File: src/rtl/core_pkg.sv
// rtl/core_pkg.sv - shared constants, load/store encodings and memory-stage state type
package core_pkg;
  localparam int XLEN = 32;

  localparam logic [2:0] F3_B  = 3'b000;
  localparam logic [2:0] F3_H  = 3'b001;
  localparam logic [2:0] F3_W  = 3'b010;
  localparam logic [2:0] F3_BU = 3'b100;
  localparam logic [2:0] F3_HU = 3'b101;

  typedef enum logic {
    ST_IDLE   = 1'b0,
    ST_ACCESS = 1'b1
  } state_t;
endpackage

File: src/rtl/load_align.sv
// rtl/load_align.sv - selects the addressed lane of a read word and sign/zero-extends it
module load_align (
  input  logic [31:0] i_rdata,
  input  logic [1:0]  i_off,
  input  logic [2:0]  i_funct3,
  output logic [31:0] o_data
);
  import core_pkg::*;

  logic [31:0] w_shifted;

  assign w_shifted = i_rdata >> {i_off, 3'b000};

  always_comb begin
    o_data = w_shifted;
    case (i_funct3)
      F3_B:    o_data = {{24{w_shifted[7]}}, w_shifted[7:0]};
      F3_H:    o_data = {{16{w_shifted[15]}}, w_shifted[15:0]};
      F3_BU:   o_data = {24'h000000, w_shifted[7:0]};
      F3_HU:   o_data = {16'h0000, w_shifted[15:0]};
      default: o_data = w_shifted;
    endcase
  end
endmodule

File: src/rtl/mem_access_stage.sv
// rtl/mem_access_stage.sv - RISC-V memory stage: issues data-memory accesses, aligns loads,
// and registers the writeback bundle
module mem_access_stage #(
  parameter int XLEN = 32,
  parameter int RD_W = 5
) (
  input  logic            clk,
  input  logic            rst_n,
  input  logic            InValid,
  input  logic [XLEN-1:0] ALUOut,
  input  logic [XLEN-1:0] StoreData,
  input  logic [2:0]      Funct3,
  input  logic            MemRead,
  input  logic            MemWrite,
  input  logic            RegWriteE,
  input  logic [RD_W-1:0] RdE,
  output logic            StallM,
  output logic            MemReq,
  output logic            MemWe,
  output logic [XLEN-1:0] MemAddr,
  output logic [XLEN-1:0] MemWData,
  output logic [3:0]      MemBe,
  input  logic            MemReady,
  input  logic [XLEN-1:0] MemRData,
  output logic            WbValid,
  output logic [XLEN-1:0] WbResult,
  output logic [RD_W-1:0] WbRd,
  output logic            WbRegWrite,
  output logic            LsuErr,
  output logic [XLEN-1:0] LsuErrAddr
);
  import core_pkg::*;

  state_t          r_state, w_next;
  logic [XLEN-1:0] r_mem_addr, r_mem_wdata, r_wb_result, r_err_addr;
  logic [3:0]      r_mem_be;
  logic            r_mem_we, r_wb_valid, r_wb_regwrite, r_lsu_err, r_lat_regwrite;
  logic [RD_W-1:0] r_wb_rd, r_lat_rd;
  logic [1:0]      r_lat_off;
  logic [2:0]      r_lat_f3;

  logic            w_accept, w_mem_op, w_illegal, w_misaligned, w_err, w_start, w_done;
  logic [3:0]      w_be;
  logic [XLEN-1:0] w_wdata, w_load_data;

  assign w_mem_op     = MemRead | MemWrite;
  assign w_illegal    = (Funct3 == 3'b011) || (Funct3[2:1] == 2'b11) ||
                        (MemWrite && (Funct3 == F3_BU || Funct3 == F3_HU));
  assign w_misaligned = (Funct3[1:0] == 2'b01 && ALUOut[0]) ||
                        (Funct3[1:0] == 2'b10 && ALUOut[1:0] != 2'b00);
  assign w_accept     = (r_state == ST_IDLE) && InValid;
  assign w_err        = w_accept && w_mem_op && (w_illegal || w_misaligned);
  assign w_start      = w_accept && w_mem_op && !w_err;
  assign w_done       = (r_state == ST_ACCESS) && MemReady;

  // Lane placement uses the size bits only; BU/HU loads share B/H enables.
  always_comb begin
    w_be    = 4'b1111;
    w_wdata = StoreData;
    case (Funct3[1:0])
      2'b00: begin
        w_be    = 4'b0001 << ALUOut[1:0];
        w_wdata = {4{StoreData[7:0]}};
      end
      2'b01: begin
        w_be    = 4'b0011 << ALUOut[1:0];
        w_wdata = {2{StoreData[15:0]}};
      end
      default: ;
    endcase
  end

  always_ff @(posedge clk or negedge rst_n) begin
    if (!rst_n) r_state <= ST_IDLE;
    else        r_state <= w_next;
  end

  always_comb begin
    w_next = r_state;
    case (r_state)
      ST_IDLE:   if (w_start) w_next = ST_ACCESS;
      ST_ACCESS: if (MemReady) w_next = ST_IDLE;
      default:   w_next = ST_IDLE;
    endcase
  end

  always_comb begin
    StallM = (r_state == ST_ACCESS);
    MemReq = (r_state == ST_ACCESS);
  end

  load_align u_load_align (
    .i_rdata  (MemRData),
    .i_off    (r_lat_off),
    .i_funct3 (r_lat_f3),
    .o_data   (w_load_data)
  );

  always_ff @(posedge clk or negedge rst_n) begin
    if (!rst_n) begin
      r_mem_addr     <= '0;
      r_mem_wdata    <= '0;
      r_mem_be       <= '0;
      r_mem_we       <= 1'b0;
      r_lat_off      <= '0;
      r_lat_f3       <= '0;
      r_lat_rd       <= '0;
      r_lat_regwrite <= 1'b0;
      r_wb_valid     <= 1'b0;
      r_wb_result    <= '0;
      r_wb_rd        <= '0;
      r_wb_regwrite  <= 1'b0;
      r_lsu_err      <= 1'b0;
      r_err_addr     <= '0;
    end else begin
      r_wb_valid <= 1'b0;
      r_lsu_err  <= 1'b0;
      if (w_start) begin
        r_mem_addr     <= {ALUOut[XLEN-1:2], 2'b00};
        r_mem_wdata    <= w_wdata;
        r_mem_be       <= w_be;
        r_mem_we       <= MemWrite;
        r_lat_off      <= ALUOut[1:0];
        r_lat_f3       <= Funct3;
        r_lat_rd       <= RdE;
        r_lat_regwrite <= RegWriteE;
      end
      if (w_err) begin
        r_lsu_err  <= 1'b1;
        r_err_addr <= ALUOut;
      end
      // Non-memory ops and faulting accesses retire straight from IDLE.
      if (w_accept && !w_start) begin
        r_wb_valid    <= 1'b1;
        r_wb_rd       <= RdE;
        r_wb_result   <= w_err ? '0 : ALUOut;
        r_wb_regwrite <= !w_err && RegWriteE && (RdE != '0);
      end
      if (w_done) begin
        r_wb_valid    <= 1'b1;
        r_wb_rd       <= r_lat_rd;
        r_wb_result   <= r_mem_we ? '0 : w_load_data;
        r_wb_regwrite <= !r_mem_we && r_lat_regwrite && (r_lat_rd != '0);
      end
    end
  end

  assign MemWe      = r_mem_we;
  assign MemAddr    = r_mem_addr;
  assign MemWData   = r_mem_wdata;
  assign MemBe      = r_mem_be;
  assign WbValid    = r_wb_valid;
  assign WbResult   = r_wb_result;
  assign WbRd       = r_wb_rd;
  assign WbRegWrite = r_wb_regwrite;
  assign LsuErr     = r_lsu_err;
  assign LsuErrAddr = r_err_addr;
endmodule
File: config.mk
export PLATFORM = sky130hd
export DESIGN_NAME = mem_access_stage
export DESIGN_NICKNAME = d
export VERILOG_FILES = /design/src/rtl/core_pkg.sv /design/src/rtl/load_align.sv /design/src/rtl/mem_access_stage.sv
export SDC_FILE = /design/constraint.sdc
export NUM_CORES = 1
export LEC_CHECK = 0
export ABC_AREA = 1
export ABC_CLOCK_PERIOD_IN_PS = 3900
export CAP_MARGIN = 25
export CORE_ASPECT_RATIO = 0.8
export CORE_MARGIN = 3
export CORE_UTILIZATION = 30
export CTS_CLUSTER_SIZE = 20
export DETAILED_ROUTE_END_ITERATION = 6
export PLACE_DENSITY = 0.65
export RECOVER_POWER = 50
export SYNTH_ARGS = -nofsm -noshare
export SYNTH_HDL_FRONTEND = slang
export SYNTH_SLANG_ARGS = --single-unit
File: constraint.sdc
create_clock -name clk -period 3.9 [get_ports clk]
set_input_delay 0.585 -clock clk [delete_from_list [all_inputs] [get_ports clk]]
set_output_delay 0.585 -clock clk [all_outputs]
set_load 0.03 [all_outputs]
-- Yosys cells after proc, flatten, opt, wreduce, memory -nomap -nowiden
Cells that the tools add are included.
- equality and inequality tests: 9
- shift-type cells: 3
- multiplexer cells: 17
- bitwise logic cells: 2
- reduce and logical (&&, ||, !) cells: 27
- operator list (operator ; count):
    two-way mux 32 bit ; 4
    one-hot mux 32 bit (4 select lines) ; 1
    one-hot mux 32 bit (2 select lines) ; 1
    >> shifter 32 x 5 -> 32 bit ; 1
    logical AND 1 bit ; 13
    == test 3 bit (second input constant) ; 4
    two-way mux 5 bit ; 2
    nonzero test 5 bit ; 2
    one-hot mux 4 bit (2 select lines) ; 1
    two-way mux 1 bit ; 7
    logical OR 1 bit ; 5
    == test 2 bit (second input constant) ; 2
    nonzero test 2 bit ; 2
    left shift 1 x 2 -> 4 bit (first input constant) ; 1
    left shift 2 x 2 -> 4 bit (first input constant) ; 1
    == test 3 x 1 -> 1 bit (second input constant) ; 1
    == test 3 x 2 -> 1 bit (second input constant) ; 1
    zero test 1 bit ; 3
    zero test 3 bit ; 1
    == test 2 x 1 -> 1 bit (second input constant) ; 1
    zero test 2 bit ; 1
    one-hot mux 1 bit (2 select lines) ; 1
    NOT 1 bit ; 1
    OR 1 bit ; 1
- flip-flop bits (word level): 151
- bits of input ports: 111

-- Longest topological paths before layout
Gate-level depths: netlist (run 1).
- depth after elaboration: 12
- mapped depth: 12

-- By module
A second synthesis (run 1) with hierarchy kept.
- cell total of the unflattened synthesis: 993
- area total of the unflattened synthesis: 7632.3 µm²
- modules (own cells, without submodules) (module ; times used ; cells each ; area an instance (µm²)):
    mem_access_stage ; 1 ; 835 ; 6711.4
    load_align ; 1 ; 158 ; 920.9

-- Worst setup path before layout (run 1)
No wires, ideal clock.
- kind: input port to flip-flop
- start: input Funct3[1]
- end: register r_wb_rd[2] (netlist: WbRd[2])
- library setup time: 124 ps
- data arrival time: 1517 ps
- path slack: 2259 ps
- stages on the path: 10
- cell sequence: buf_6 > nor2_8 > nand2_2 > nand3_4 > nand2_2 > nand2_4 > inv_4 > buf_6 > nand2_1 > nand2_1
- longest elaborated chain between the ends: 11
- RTL lines (item ; RTL line ; text):
    from (decl) ; mem_access_stage.sv:12 ; input logic [2:0] Funct3,
    == test 3 bit ; mem_access_stage.sv:48 ; (MemWrite && (Funct3 == F3_BU || Funct3 == F3_HU));
    logical OR 1 bit ; mem_access_stage.sv:48 ;
    logical AND 1 bit ; mem_access_stage.sv:48 ;
    logical OR 1 bit ; mem_access_stage.sv:47 ; assign w_illegal = (Funct3 == 3'b011) || (Funct3[2:1] == 2'b11) ||
    logical OR 1 bit (*) ; mem_access_stage.sv:52 ; assign w_err = w_accept && w_mem_op && (w_illegal || w_misaligned);
    logical AND 1 bit (*) ; mem_access_stage.sv:52 ;
    zero test 1 bit (*) ; mem_access_stage.sv:53 ; assign w_start = w_accept && w_mem_op && !w_err;
    logical AND 1 bit (*) ; mem_access_stage.sv:53 ;
    zero test 1 bit (*) ; mem_access_stage.sv:133 ; if (w_accept && !w_start) begin
    logical AND 1 bit (*) ; mem_access_stage.sv:133 ;
    nonzero test 2 bit (no source line) (*) ; n/a ;
    to (signal assigned) ; mem_access_stage.sv:135 ; r_wb_rd <= RdE;
    to (signal assigned) ; mem_access_stage.sv:141 ; r_wb_rd <= r_lat_rd;
    to (decl) ; mem_access_stage.sv:38 ; logic [RD_W-1:0] r_wb_rd, r_lat_rd;
Mark *: on every way between the ends. The rest lies on a longest branch, timed or not.
A chain may end at the register's enable or synchronous reset.

-- Worst setup path in the final report (run 1)
- start: input Funct3[1]
- end: register r_wb_result[30] (netlist: WbResult[30])
- longest elaborated chain between the ends: 11
- RTL lines (item ; RTL line ; text):
    == test 3 bit ; mem_access_stage.sv:48 ;
    logical OR 1 bit ; mem_access_stage.sv:48 ;
    logical AND 1 bit ; mem_access_stage.sv:48 ;
    logical OR 1 bit ; mem_access_stage.sv:47 ;
    logical OR 1 bit (*) ; mem_access_stage.sv:52 ;
    logical AND 1 bit (*) ; mem_access_stage.sv:52 ;
    zero test 1 bit ; mem_access_stage.sv:53 ;
    logical AND 1 bit ; mem_access_stage.sv:53 ;
    zero test 1 bit ; mem_access_stage.sv:133 ;
    logical AND 1 bit ; mem_access_stage.sv:133 ;
    nonzero test 2 bit (no source line) ; n/a ;
    to (signal assigned) ; mem_access_stage.sv:136 ; r_wb_result <= w_err ? '0 : ALUOut;
    to (signal assigned) ; mem_access_stage.sv:142 ; r_wb_result <= r_mem_we ? '0 : w_load_data;
    to (decl) ; mem_access_stage.sv:35 ; logic [XLEN-1:0] r_mem_addr, r_mem_wdata, r_wb_result, r_err_addr;
Mark *: on every way between the ends. The rest lies on a longest branch, timed or not. The select of a mux whose other input is x is not followed.

==> results of run 1 <==
-- synthesized netlist by cell type, types with 2 or more instances --
cell type,instances,share of area [%]
inv_4,3,0.25
clkbuf_1,18,0.91
o21ai_2,6,0.71
buf_6,22,3.3
nand2_1,386,20
nand2_2,4,0.34
inv_1,59,3.0
a21oi_1,41,2.8
dfrtp_1,151,51
nor2_1,25,1.3
buf_2,9,0.61
o211ai_1,11,1.1
buf_1,3,0.15
o21ai_0,97,6.6
o21ai_1,23,1.6
nand3_1,57,3.9
nand3_4,3,0.71
nand2_4,2,0.30
buf_4,8,0.81
inv_2,4,0.20
-- worst max-delay path, stage by stage --
cell and delay [ns]:
dlygate4sd3_1 0.73, nor2_8 0.10, nand2_1 0.16, nand3_4 0.31, nand2_2 0.18, nand2_4 0.29, inv_4 0.44, nand2_1 0.12
nand2_1 0.10
-- worst paths after layout --
check                                 start      endpoint  slack [ns]  depth (start not counted)
max in group asynchronous             rst_n  MemWData[26]        1.45                          2
worst min register to register  MemAddr[14]   MemAddr[14]        0.48                          2
worst min-delay path            MemAddr[14]   MemAddr[14]        0.48                          2
worst max-delay path              Funct3[1]  WbResult[30]        1.18                          9
min in group asynchronous             rst_n    MemAddr[7]        0.66                          1
worst max register to register       MemReq  WbResult[30]        1.54                          9
-- registers in the layout, summed over array words and instances, names as in the netlist, 2 cells and up --
name	flops
r_lat_f3	3
MemAddr	30
LsuErrAddr	32
MemBe	4
WbResult	32
r_lat_rd	5
MemWData	32
WbRd	5
r_lat_off	2
-- layout make-up --
type                       count  area, sq um  share of cell area, %
clock inverter                11          145                   1.37
sequential                   151         3780                   35.7
clock buffer                  21          470                   4.45
timing repair buffer         262         2580                   24.4
multi-input combinational    664         2950                   27.9
tap                          312          390                   3.69
antenna                        1         2.50                 0.0237
inverter                      66          255                   2.41
-- report_power, final --
group	switching [mW]	internal (mW)
clock network	0.676	1.06
logic	1.57	0.933
registers	0.242	1.95
total	2.49	3.94
-- routing by layer --
metal / up-vias / part of all wire (%)
met2: 254 / 44
met1: 3266 / 48
li1: 3438 / -
met4: 2 / 1.5
met3: 25 / 6.8
met5: - / 0.028
-- cells by family (layout without fill, tap and decap cells) --
kind of cell / after synthesis / count (layout) / synth area share [%]
buf+inv: 126 / 360 / 9.28
compound gates: 179 / 179 / 12.8
other cells: 1 / 3 / 0.0506
flops: 151 / 151 / 51.0
simple gates: 483 / 483 / 26.8
==> results.cfg, run 1 <==
[status]
status = finished, violations left
violations = capacitance limit, slew limit

[finish]
nFillCells = 2407
layout.cells.most_common = nand2_1
final_cell_mix = 386 x nand2_1, 192 x clkdlybuf4s50_1, 151 x dfrtp_1, 97 x o21ai_0, 59 x inv_1
syn_to_final_growth_pct = 42.8
nNetsFinal = 1273
final_cells = 1488
drive_gt1_share_pct = 5.87
final_core_util_pct = 44.4
fin_area_sq_mm = 0.0106

[sta]
period_share_pct = 69.7
finalSetupTns_ns = 0
drv_slew = 74
hold_ws_ns = 0.478
final-hold-violation-count = 0
fmax_mhz = 368
rsz0062_at_grt = no
slew_headroom_pct = -25.7
finalSetupViolCount = 0
period_minus_slack_ns = 2.72
tightest_slew_ns = 1.89
fin_ws_ns = 1.18
skew_ns = 0.0123

[setup_path]
crit_fanout = 41
start_kind = input port
worstSetupPathType = input port to flop
crit_arrival_ns = 3.07
cp.required_ns = 4.25
end_kind = flop

[pwr]
totalPowerFinal_mw = 6.43
irDropWorstVdd_uv = 307
power_density_mw_per_mm2 = 609
p_leak_nw = 5.17

[synth]
synth_edf_count = 0
syn_inst = 940
synth_area_sq_mm = 0.00741
ys_warn_count = 0
synth_cell_types = 28
synth.yosys.seq_area_share_pct = 51.0
avgSynthCellArea_sq_um = 7.88
ys_ff_latch = 151
synthArstFlopShare_pct = 100
synth_ff_type = dfrtp_1

[grt]
grt_pass1_vias = 6757
overflow = 0
grt_use_met1_pct = 28.1
antenna_found_initial = 2
grt_use_met3_pct = 4.63
grtUsageMet2_pct = 27.1
grt_pass1_wl_um = 39600
grt_max_degree = 81
grt.total_usage_pct = 18.8
grt.busiest_layer = met1

[clocking]
post_cts_buffers = 0
tritoncts = done
root_buffer = clkbuf_16
cts_resized = 0
numCtsBuffers = 17
clock-sinks = 151
cts_buffer_depth = 2
hold_buffers = 0
clk_latency_ns = 0.42
cts.clk_slew.worst_paths_ns = 0.06
htree_levels = 4

[floorplan]
fp.dieW_um = 182
dieHeight_um = 147
start_util_pct = 31.1
core_area_sq_mm = 0.0238
ios = 254
dieArea_sq_mm = 0.0266
std_cell_rows = 50

[routing]
wl_um = 25100
drtIter0Drc = 552
via_per_inst = 4.69
ant_nets = 0
dr.pass1.iters = 5
vias = 6985
routedWlPerCell_um = 16.9
drcViolationCount = 0

[placed_design]
dp_slack_ns = 0.869
placed_area_sq_mm = 0.00997
place.gp.congestion = 0.859
hpwl_um = 18300
io_buffer_count = 251
dp_cells = 1455

[flow_run]
maxCapViolations = 1

[min_path]
min_path_type = flop to flop
Power figures use the tool's default switching activity.
==> run 2: changes to the inputs <==
ABC_CLOCK_PERIOD_IN_PS = 2800   (was 3900)
clock period = 2.8 ns   (was 3.9 ns; I/O delays follow)
==> run 2 against run 1 <==
Effect of this change: the run still ends with capacitance limit, slew limit left; count of clock-buffer cells in the layout decreased by 1; setup slack got worse by 0.68 ns; critical path depth decreased by 1; combinational power increased by 41%; final cell count increased by 0.34%; final area increased by 0.83%.
==> results.cfg, run 2 (same netlist as run 1, synthesis figures left out) <==
[setup_path]
start_kind = input port
cpPeakStageDelay_ns = 0.68
path_buf_inv = 3
end_kind = flop
crit_fanout = 19
slowest_stage = dlygate4sd3_1
cp.required_ns = 3.08
critPathTopFamily = buffers and inverters
crit_arrival_ns = 2.58
path_cells = dlygate4sd3_1 > nor2_8 > nand2_1 > nand3_4 > clkbuf_1 > nor2_1 > inv_1 > o21ai_0
worstSetupPathType = input port to flop

[grt]
overflow = 0
grt_pass1_wl_um = 39500
grt_max_degree = 83
grt_pass1_vias = 6875
grt.total_usage_pct = 18.8
antenna_found_initial = 1

[clocking]
clock-sinks = 151
root_buffer = clkbuf_16
post_cts_buffers = 0
clk_latency_ns = 0.42
cts_buffer_depth = 2
htree_levels = 4
cts_resized = 0
tritoncts = done
numCtsBuffers = 17
cts.clk_slew.worst_paths_ns = 0.06
hold_buffers = 1

[status]
violations = capacitance limit, slew limit
status = finished, violations left

[finish]
layout.cells.most_common = nand2_1
seq_area_sq_mm = 0.00378
syn_to_final_growth_pct = 43.9
drive_gt1_share_pct = 5.68
nFillCells = 2435
final_cell_mix = 387 x nand2_1, 242 x clkdlybuf4s50_1, 151 x dfrtp_1, 112 x o21ai_0, 59 x inv_1
nNetsFinal = 1278
multi_input_area_sq_mm = 0.00292
final_core_util_pct = 44.7

[min_path]
min_path_type = flop to flop

[pwr]
p_leak_nw = 5.13
irDropWorstVdd_uv = 414
power_density_mw_per_mm2 = 859

[floorplan]
start_util_pct = 31.1
dieArea_sq_mm = 0.0266
fp.dieW_um = 182
core_area_sq_mm = 0.0238
std_cell_rows = 50
ios = 254
dieHeight_um = 147

[sta]
finalSetupViolCount = 0
drv_slew = 58
fmax_mhz = 435
period_share_pct = 82.2
final-hold-violation-count = 0
slew_headroom_pct = -9.15
tightest_slew_ns = 1.64
rsz0062_at_grt = no
period_minus_slack_ns = 2.30
skew_ns = 0.00973
finalSetupTns_ns = 0

[flow_run]
maxCapViolations = 1

[routing]
routedWlPerCell_um = 16.7
via_per_inst = 4.63
vias = 6919
drtIter0Drc = 467
drcViolationCount = 0
wl_um = 24900
dr.pass1.iters = 5
ant_nets = 0

[placed_design]
hpwl_um = 18300
io_buffer_count = 251
place.gp.congestion = 0.876
[run 2: cell count changes in the layout (fill, tap and decap cells not counted), moves of 3 or more]
cell | previous run | this run
buf_12 | 0 | 3
clkinv_2 | 4 | 0
o21ai_1 | 23 | 14
o21ai_2 | 6 | 0
clkdlybuf4s50_1 | 192 | 242
dlygate4sd3_1 | 58 | 9
o21ai_0 | 97 | 112
clkinvlp_4 | 0 | 3
[run 2: final timing paths]
path / from / to / slack [ns] / depth (start not counted)
setup / recovery: Funct3[1] / r_lat_f3[1] / 0.50 / 8
setup reg to reg: MemReq / WbResult[9] / 0.91 / 9
min in group asynchronous: rst_n / MemAddr[7] / 0.95 / 2
hold reg to reg: WbResult[15] / WbResult[15] / 0.48 / 2
hold / removal: WbResult[15] / WbResult[15] / 0.48 / 2
max in group asynchronous: rst_n / WbResult[17] / 0.83 / 3
[run 2: per-stage QoR]
| step | setup WS [ns] | instances | hold slack, ns | power, mW | instance area [sq um] |
|---|---|---|---|---|---|
| global placement | 0.375 | 1459 | 0.453 | 6.64 | 10000 |
| floorplan | 1.30 | 941 | 0.124 | 5.14 | 7410 |
| global route | 0.317 | 1493 | 0.499 | 9.68 | 10700 |
| CTS | 0.782 | 1492 | 0.481 | 9.29 | 10700 |
| finish | 0.499 | 1493 | 0.481 | 9.16 | 10700 |
| detailed placement | 0.331 | 1459 | 0.452 | 6.68 | 10000 |
[run 2: routing by layer]
metal  track usage, %  up-vias  wire (um)
li1                 -     3440          -
met1             27.0     3229      11900
met2             28.1      224      10900
met3             4.48       26       1580
met4             5.79        0        493
met5                0        -          0
[run 2: where the power goes]
| group | leakage [nW] | switching [mW] | internal (mW) |
|---|---|---|---|
| clock | 0.311 | 0.987 | 1.58 |
| combinational | 2.93 | 2.17 | 1.37 |
| sequential | 1.89 | 0.339 | 2.71 |
| total | 5.13 | 3.50 | 5.67 |
[run 2: final cells by class]
class	instances	area share (%)
antenna	1	0.0235
clock buffer	20	4.38
clock inverter	12	1.77
inverter	66	2.39
multi-input combinational	664	27.4
sequential	151	35.4
tap	312	3.66
timing repair buffer	267	24.9
[run 2: worst min-delay path, stage by stage, from the launching register on]
cell and delay (ns):
dfrtp_1 0.34, nand2_1 0.06, nand2_1 0.05
==> run 3: changes to the inputs <==
ABC_CLOCK_PERIOD_IN_PS = 2000   (was 2800)
PLACE_DENSITY = 0.67   (was 0.65)
clock period = 2 ns   (was 2.8 ns; I/O delays follow)
==> run 3 against run 2 <==
Effect of this change: final area grew 1.4%; combinational power grew 44%; die area is the same; flip-flop and latch count is the same; via count grew 2.0%; critical endpoint is now StallM; register-to-register slack lost 0.67 ns; final cell count grew 0.94%; critical path depth shrank 7; the flow now finishes without violations; largest power group unchanged; utilization grew 0.63 points; clock skew shrank 0.0030 ns.
==> results.cfg, run 3 (same netlist as run 1, synthesis figures left out) <==
[floorplan]
core_area_sq_mm = 0.0238
dieArea_sq_mm = 0.0266
fp.dieW_um = 182
start_util_pct = 31.1
std_cell_rows = 50
ios = 254
dieHeight_um = 147

[setup_path]
crit_fanout = 4
end_kind = primary output
cpPeakStageDelay_ns = 0.70
cp.required_ns = 1.70
critPathTopFamily = buffers and inverters
path_cells = clkdlybuf4s50_1
worstSetupPathType = flop to primary output
crit_arrival_ns = 1.54
slowest_stage = clkdlybuf4s50_1
path_buf_inv = 1
start_kind = flop

[clocking]
tritoncts = done
post_cts_buffers = 0
clock-sinks = 151
clk_latency_ns = 0.42
htree_levels = 4
cts.clk_slew.worst_paths_ns = 0.06
numCtsBuffers = 17
root_buffer = clkbuf_16
cts_buffer_depth = 2

[routing]
via_per_inst = 4.68
wl_um = 25200
vias = 7056
dr.pass1.iters = 7
routedWlPerCell_um = 16.7
drcViolationCount = 0
ant_nets = 0
drtIter0Drc = 509

[finish]
final_cell_mix = 385 x nand2_1, 250 x clkdlybuf4s50_1, 151 x dfrtp_1, 115 x o21ai_0, 60 x inv_1
final_cells = 1507
syn_to_final_growth_pct = 46.0
final_core_util_pct = 45.4
nNetsFinal = 1292
drive_gt1_share_pct = 6.78
layout.cells.most_common = nand2_1

[status]
status = complete, no violations

[placed_design]
dp_cells = 1473
io_buffer_count = 251
place.gp.congestion = 0.851
hpwl_um = 18700

[pwr]
p_leak_nw = 5.20
irDropWorstVdd_uv = 669
totalPowerFinal_mw = 12.8
power_density_mw_per_mm2 = 1180

[sta]
finalSetupViolCount = 0
skew_ns = 0.00675
drv_slew = 0
rsz0062_at_grt = no
tightest_slew_ns = 1.01
period_share_pct = 92.0
slew_headroom_pct = 32.6
fmax_mhz = 544
final-hold-violation-count = 0
period_minus_slack_ns = 1.84

[grt]
antenna_found_initial = 1
grt_pass1_wl_um = 39200
grt.total_usage_pct = 18.7
grt_pass1_vias = 6807
grt_max_degree = 56
overflow = 0

[flow_run]
maxCapViolations = 0

[min_path]
min_path_type = input port to flop
## run 3: cell count changes in the layout (fill, tap and decap cells not counted), sizes merged
cell | before | now
buf | 12 | 26
inv | 69 | 70
clkbuf | 24 | 23
bufinv | 4 | 3
dlygate4sd3 | 9 | 1
clkinvlp | 3 | 4
clkdlybuf4s50 | 242 | 250
## run 3: per-layer routing
layer / up-vias / share of wire [%] / GRT usage (%)
met4: 0 / 1.4 / 4.83
met5: - / 0 / 0
met2: 264 / 45 / 28.8
li1: 3458 / - / -
met3: 21 / 7.4 / 4.11
met1: 3313 / 46 / 26.6
## run 3: stage by stage
step                area (sq um)  hold slack (ns)  worst slack [ns]  TNS (ns)
floorplan                   7410          0.00441             0.499         0
global route               10800            0.488            0.0536         0
finish                     10800            0.478             0.160         0
detailed placement         10200            0.236           -0.0481    -0.546
CTS                        10900            0.365             0.137         0
global placement           10200            0.236            0.0207         0
## run 3: timing repair
action,4_1_cts,5_1_grt
hold buffers,1,0
gates resized for setup,0,0
endpoints found under the hold margin,34,0
## run 3: where the power goes
| group | switching, mW | total, mW | internal (mW) |
|---|---|---|---|
| combinational | 3.09 | 5.09 | 2.01 |
| clock | 1.38 | 3.40 | 2.01 |
| sequential | 0.462 | 4.26 | 3.80 |
| total | 4.93 | 12.8 | 7.82 |
## run 3: final cells by class
type | count | area [sq um]
Inverter | 66 | 255
Multi-Input combinational cell | 664 | 2930
Clock inverter | 13 | 169
Antenna cell | 1 | 2.50
Timing Repair Buffer | 281 | 2840
Clock buffer | 19 | 443
Fill cell | 2372 | 13000
Sequential cell | 151 | 3780
Tap cell | 312 | 390
## run 3: final timing paths
kind,startpoint,to,slack [ns],cells after the start
max in group asynchronous,rst_n,MemBe[2],0.50,3
worst max register to register,r_lat_off[0],WbResult[31],0.24,9
min in group asynchronous,rst_n,LsuErrAddr[9],0.59,2
worst max-delay path,MemReq,StallM,0.16,1
worst min register to register,WbResult[12],WbResult[12],0.48,2
worst min-delay path,MemReady,MemReq,0.48,2
